`src/rtl/dfi_phase_ctrl_if.sv`:
```
// DFI ownership sequencer bundle: PHY init handshake, engine
// start/done pairs, transaction grant and recalibration request.
interface dfi_phase_ctrl_if;
    logic       dfi_init_start;
    logic       dfi_init_complete;
    logic       init_start;
    logic       init_done;
    logic       cali_start;
    logic       cali_done;
    logic       tran_grant;
    logic       tran_idle;
    logic       recal_req;
    logic       recal_ack;
    logic [1:0] sel;
    logic       ready;
    logic       timeout_err;

    modport master (
        output dfi_init_start,
        output init_start,
        output cali_start,
        output tran_grant,
        output recal_ack,
        output sel,
        output ready,
        output timeout_err,
        input  dfi_init_complete,
        input  init_done,
        input  cali_done,
        input  tran_idle,
        input  recal_req
    );

    modport slave (
        input  dfi_init_start,
        input  init_start,
        input  cali_start,
        input  tran_grant,
        input  recal_ack,
        input  sel,
        input  ready,
        input  timeout_err,
        output dfi_init_complete,
        output init_done,
        output cali_done,
        output tran_idle,
        output recal_req
    );
endinterface

```
`src/rtl/dfi_phase_ctrl.sv`:
```
// Hands the shared DFI bus from PHY/DRAM init to calibration to the
// transaction engine, with idle gaps between owners and run-time recal.
module dfi_phase_ctrl #(
    parameter int unsigned SWITCH_GAP = 4,
    parameter int unsigned TIMEOUT_W  = 16,
    parameter int unsigned TIMEOUT    = 16'hFFFF
) (
    input logic            clk,
    input logic            rst_n,
    dfi_phase_ctrl_if.master bus
);

    typedef enum logic [2:0] {
        PHY_INIT,
        INIT,
        CALI,
        TRAN,
        DRAIN,
        GAP
    } state_t;

    localparam logic [3:0] GAP_LD = 4'(SWITCH_GAP - 1);
    localparam logic [TIMEOUT_W-1:0] TO_LIM = TIMEOUT_W'(TIMEOUT);
    localparam logic [TIMEOUT_W-1:0] WD_MAX = {TIMEOUT_W{1'b1}};
    localparam bit WD_EN = (TIMEOUT != 0);

    state_t state, nstate;
    state_t tgt, ntgt;
    logic [3:0] gcnt, ngcnt;
    logic [TIMEOUT_W-1:0] wd, nwd;
    logic recal, nrecal;
    logic waiting;
    logic stay_wait;
    logic ack_d;
    logic err_d;
    logic [1:0] sel_d;

    logic [1:0] sel_q;
    logic dis_q;
    logic ist_q;
    logic cst_q;
    logic gr_q;
    logic ack_q;
    logic err_q;

    always_ff @(posedge clk or negedge rst_n) begin
        if (!rst_n) begin
            state <= PHY_INIT;
            tgt   <= INIT;
            gcnt  <= '0;
            wd    <= '0;
            recal <= 1'b0;
        end else begin
            state <= nstate;
            tgt   <= ntgt;
            gcnt  <= ngcnt;
            wd    <= nwd;
            recal <= nrecal;
        end
    end

    always_comb begin
        nstate = state;
        ntgt   = tgt;
        ngcnt  = gcnt;
        nrecal = recal;
        ack_d  = 1'b0;
        unique case (state)
            PHY_INIT: begin
                // only a request the PHY has actually seen may complete
                if (dis_q && bus.dfi_init_complete) begin
                    nstate = GAP;
                    ntgt   = INIT;
                end
            end
            INIT: begin
                if (!ist_q && bus.init_done) begin
                    nstate = GAP;
                    ntgt   = CALI;
                end
            end
            CALI: begin
                if (bus.cali_done) begin
                    nstate = GAP;
                    ntgt   = TRAN;
                    ack_d  = recal;
                    nrecal = 1'b0;
                end
            end
            TRAN: begin
                if (bus.recal_req) begin
                    nstate = DRAIN;
                end
            end
            DRAIN: begin
                if (bus.tran_idle) begin
                    nstate = GAP;
                    ntgt   = CALI;
                    nrecal = 1'b1;
                end
            end
            GAP: begin
                if (gcnt == 4'd0) begin
                    nstate = tgt;
                end else begin
                    ngcnt = gcnt - 4'd1;
                end
            end
            default: begin
                nstate = PHY_INIT;
            end
        endcase
        if (nstate == GAP && state != GAP) begin
            ngcnt = GAP_LD;
        end
    end

    always_comb begin
        waiting = 1'b0;
        unique case (state)
            PHY_INIT, INIT, CALI, DRAIN: waiting = 1'b1;
            default:                     waiting = 1'b0;
        endcase
        stay_wait = waiting && (nstate == state);
        nwd = '0;
        if (stay_wait) begin
            nwd = (wd == WD_MAX) ? wd : wd + TIMEOUT_W'(1);
        end
        err_d = err_q || (WD_EN && stay_wait && nwd >= TO_LIM);
    end

    always_comb begin
        sel_d = 2'd3;
        unique case (nstate)
            INIT:        sel_d = 2'd0;
            CALI:        sel_d = 2'd1;
            TRAN, DRAIN: sel_d = 2'd2;
            default:     sel_d = 2'd3;
        endcase
    end

    // outputs are decoded from the next state so they line up with it
    always_ff @(posedge clk or negedge rst_n) begin
        if (!rst_n) begin
            sel_q <= 2'd3;
            dis_q <= 1'b0;
            ist_q <= 1'b0;
            cst_q <= 1'b0;
            gr_q  <= 1'b0;
            ack_q <= 1'b0;
            err_q <= 1'b0;
        end else begin
            sel_q <= sel_d;
            dis_q <= (nstate == PHY_INIT);
            ist_q <= (nstate == INIT) && (state != INIT);
            cst_q <= (nstate == CALI) && (state != CALI);
            gr_q  <= (nstate == TRAN);
            ack_q <= ack_d;
            err_q <= err_d;
        end
    end

    assign bus.sel            = sel_q;
    assign bus.dfi_init_start = dis_q;
    assign bus.init_start     = ist_q;
    assign bus.cali_start     = cst_q;
    assign bus.tran_grant     = gr_q;
    assign bus.ready          = gr_q;
    assign bus.recal_ack      = ack_q;
    assign bus.timeout_err    = err_q;

endmodule

```
`src/flat_wrapper.sv`:
```
// flat-port wrapper written by rule: the top's interface ports become plain ports
module dfi_phase_ctrl_flat 
#(
    parameter int unsigned SWITCH_GAP = 4,
    parameter int unsigned TIMEOUT_W  = 16,
    parameter int unsigned TIMEOUT    = 16'hFFFF
)
  (clk, rst_n, bus_dfi_init_start, bus_init_start, bus_cali_start, bus_tran_grant, bus_recal_ack, bus_sel, bus_ready, bus_timeout_err, bus_dfi_init_complete, bus_init_done, bus_cali_done, bus_tran_idle, bus_recal_req);
  dfi_phase_ctrl_if bus_i ();
  input logic clk;
  input logic rst_n;
  output wire logic [$bits(bus_i.dfi_init_start)-1:0] bus_dfi_init_start;
  output wire logic [$bits(bus_i.init_start)-1:0] bus_init_start;
  output wire logic [$bits(bus_i.cali_start)-1:0] bus_cali_start;
  output wire logic [$bits(bus_i.tran_grant)-1:0] bus_tran_grant;
  output wire logic [$bits(bus_i.recal_ack)-1:0] bus_recal_ack;
  output wire logic [$bits(bus_i.sel)-1:0] bus_sel;
  output wire logic [$bits(bus_i.ready)-1:0] bus_ready;
  output wire logic [$bits(bus_i.timeout_err)-1:0] bus_timeout_err;
  input wire logic [$bits(bus_i.dfi_init_complete)-1:0] bus_dfi_init_complete;
  input wire logic [$bits(bus_i.init_done)-1:0] bus_init_done;
  input wire logic [$bits(bus_i.cali_done)-1:0] bus_cali_done;
  input wire logic [$bits(bus_i.tran_idle)-1:0] bus_tran_idle;
  input wire logic [$bits(bus_i.recal_req)-1:0] bus_recal_req;
  assign bus_dfi_init_start = bus_i.dfi_init_start;
  assign bus_init_start = bus_i.init_start;
  assign bus_cali_start = bus_i.cali_start;
  assign bus_tran_grant = bus_i.tran_grant;
  assign bus_recal_ack = bus_i.recal_ack;
  assign bus_sel = bus_i.sel;
  assign bus_ready = bus_i.ready;
  assign bus_timeout_err = bus_i.timeout_err;
  assign bus_i.dfi_init_complete = bus_dfi_init_complete;
  assign bus_i.init_done = bus_init_done;
  assign bus_i.cali_done = bus_cali_done;
  assign bus_i.tran_idle = bus_tran_idle;
  assign bus_i.recal_req = bus_recal_req;
  dfi_phase_ctrl #(.SWITCH_GAP(SWITCH_GAP), .TIMEOUT_W(TIMEOUT_W), .TIMEOUT(TIMEOUT)) u_core (.clk(clk), .rst_n(rst_n), .bus(bus_i));
endmodule
```
`config.mk`:
```
export PLATFORM = sky130hd
export DESIGN_NAME = dfi_phase_ctrl_flat
export DESIGN_NICKNAME = d
export VERILOG_FILES = /design/src/rtl/dfi_phase_ctrl_if.sv /design/src/rtl/dfi_phase_ctrl.sv /design/src/flat_wrapper.sv
export SDC_FILE = /design/constraint.sdc
export NUM_CORES = 1
export LEC_CHECK = 0
export CAP_MARGIN = 20
export CORE_UTILIZATION = 50
export DETAILED_ROUTE_END_ITERATION = 12
export GPL_ROUTABILITY_DRIVEN = 0
export PLACE_DENSITY = 0.7
export SETUP_SLACK_MARGIN = 0.05
export SLEW_MARGIN = 40
export SYNTH_ARGS = -nofsm -noshare
export SYNTH_HDL_FRONTEND = slang
export SYNTH_SLANG_ARGS = --single-unit
```
`constraint.sdc`:
```
create_clock -name clk -period 5.2 [get_ports clk]
set_input_delay 1.3 -clock clk [delete_from_list [all_inputs] [get_ports clk]]
set_output_delay 1.3 -clock clk [all_outputs]
set_load 0.005 [all_outputs]
```
==> summary.txt <==
Post-route cell area: 2160 µm²
Post-synthesis mux area share: 3.69%
Setup crit end kind: flip-flop
Leak pwr: 0.830 nW
Clock-pin transition on the worst setup and hold timing paths: 0.06 ns
CP max FO: 17
Initial antenna violation count: 0
Postcts setup bufs: 0
Hold Vio Cnt, Final: 0
Mapped Area: 1900 µm²
Post-Synth Simple-Gate Area: 25.6%
Core ar.: 3660 µm²
Peak supply drop: 298 µV
Seq cells post-synth: 34
Most frequent cells in the layout: dfrtp_1, nor2_1, nand2_1, clkdlybuf4s50_1, nand3_1
Post-CTS Resized: 0
Rel. slew slack: 47.1%
DR DRC count: 0
Clk_lat worst skew: 0.28 ns
CTS Buf Count: 5
Initial Utilization: 51.9%
Final setup fails: 0
H-tree level count: 2
I/O pins: 16
Synth Area in XOR/XNOR: 5.53%
Synth cell types: 52
Fin worst setup slack: 1.66 ns
Total Wirelength: 3.93 mm
Dominant synthesized flop cell: dfrtp_1
Layout Skew: 0.00836 ns
Adder-Cell Fraction of Synth Area: 1.32%
Root Driver: clkbuf_8
Post-synth EDFFs: 0
Via total after detailed routing: 1,546
Fin util: 59.1%
Status: completed
Setup TNS: 0 ns
Power Density: 413 nW/µm²
Total power: 0.894 mW
Overall Global Routing Usage: 21.8%
Yosys warns: 0
Crit share post-route: 68.1%
Max Freq: 0.282 GHz
Hold_buf cts: 0
Commonest non-fill, non-tap cell in the layout: dfrtp_1
Final Max Slew Viols: 0
Critical path type: in2reg
Max clock buf depth: 2
Antenna viol nets, final: 0
Syn-to-layout area delta: 13.8%
CTS tree: done
Rows: 22
Die height: 63.6 µm
Main combinational cell family by area after synthesis: simple AND/OR/NAND/NOR gates
First DRT Iteration DRCs: 205
Vias per cell: 5.75
Max-Cap Viols: 0
DP HPWL: 2.84 mm
Asr flop ratio synth: 100%
Total congestion overflow: 0
PortBufs: 15
Final min period: 3.54 ns
Worst EP required: 5.37 ns
Pin count of the biggest net entering global routing: 35
Vias in the first global route: 1,424
Post-place instance area: 2070 µm²
Mapped Nets: 216
Cell count after synthesis: 207
Worst hold path type: reg2reg
DR WL/cell: 14.6 µm
Arrival time at the worst endpoint: 3.71 ns
DRT Pass-1 Iters: 5
Post-synthesis compound-gate area fraction: 14.4%
First-pass GRT wire length: 6.76 mm
Die area: 4050 µm²
Pre-CTS WS: 1.38 ns
Syn_area_per_cell: 9.18 µm²
# diodes: 0
Nets: 229
DIE WIDTH: 63.6 µm
RSZ-0062 raised after global routing: no
Post-synthesis sequential area ratio: 45.0%
CP Launch Type: input pin
Sink Count: 34
Worst-Margin Slew: 0.789 ns
Proportion of layout cells with a drive suffix above 1: 8.60%
==> worst max-delay path, stage by stage <==
cell and delay, ns:
clkdlybuf4s50_1 0.47, nor3b_1 0.21, a21oi_1 0.06, o21a_1 0.37
or4_1 0.58, a2111o_1 0.36, o41ai_2 0.35
==> final cells by class <==
type,count,area [µm²]
fill,316,1500
multi-input combinational,153,961
sequential,34,855
timing repair buffer,16,158
clock buffer,7,86.3
tap,48,60.1
inverter,10,37.5
clock inverter,1,5.00
==> cells in the mapped netlist, drive strengths merged (4+ instances only) <==
cell type  instances  share of area, %
nand2b             6               2.0
nor2              28               5.5
nand4              4               1.3
dfrtp             31                41
nand3             11               3.6
o21ai              9               2.4
inv                9               1.8
buf                5               1.4
a21oi              9               2.4
nand2             18               3.6
xnor2              7               3.2
xor2               5               2.3
nor3               6               1.6
clkbuf             5              0.99
mux2i              7               3.7
==> path summary, 6_finish.rpt <==
path	from	endpoint	slack, ns	cells past startpoint
max reg2reg	u_core.wd[0]	u_core.bus.timeout_err	2.32	7
min in group asynchronous	rst_n	u_core.wd[3]	1.41	2
min	u_core.tgt[0]	u_core.tgt[0]	0.48	2
max	bus_cali_done	u_core.bus.timeout_err	1.66	7
min reg2reg	u_core.tgt[0]	u_core.tgt[0]	0.48	2
max in group asynchronous	rst_n	u_core.tgt[0]	3.45	2
==> through the flow <==
step	hold slack, ns	cells
detailed placement	0.475	261
global placement	0.467	261
floorplan	0.453	207
global route	0.507	269
CTS	0.485	269
finish	0.484	269
==> state kept, by name, indices dropped and copies added (netlist names) <==
register and count:
u_core.tgt 2, u_core.bus.sel 2, u_core.bus.cali_start 1, u_core.bus.recal_ack 1, u_core.bus.timeout_err 1, u_core.recal 1, u_core.wd 16, u_core.bus.ready 1
u_core.state 3, u_core.bus.init_start 1, u_core.gcnt 4, u_core.bus.dfi_init_start 1
==> per-layer routing <==
metal | wire length [µm] | track usage (%) | share of wire [%] | up-vias
met1 | 1690 | 25.8 | 43 | 726
met2 | 1930 | 36.7 | 49 | 58
met5 | 0 | 0 | 0 | -
met4 | 96 | 10.5 | 2.4 | 0
li1 | - | - | - | 752
met3 | 216 | 5.07 | 5.5 | 10
==> report_power, final <==
part | leakage (nW) | total, mW | internal, mW | switching, mW
Clock | 0.0482 | 0.194 | 0.107 | 0.0877
Combinational | 0.349 | 0.322 | 0.138 | 0.184
Sequential | 0.433 | 0.377 | 0.322 | 0.0550
Total | 0.830 | 0.894 | 0.567 | 0.327
==> cells by family after synthesis <==
| logic type | Yosys count |
|---|---|
| AO/OA/AOI/OAI | 39 |
| XOR/XNOR | 12 |
| adder cells (fa/ha/maj) | 2 |
| buffers and inverters | 20 |
| flip-flops | 34 |
| multiplexers | 7 |
| AND/OR/NAND/NOR | 93 |
(Power assumes the default switching activity.)
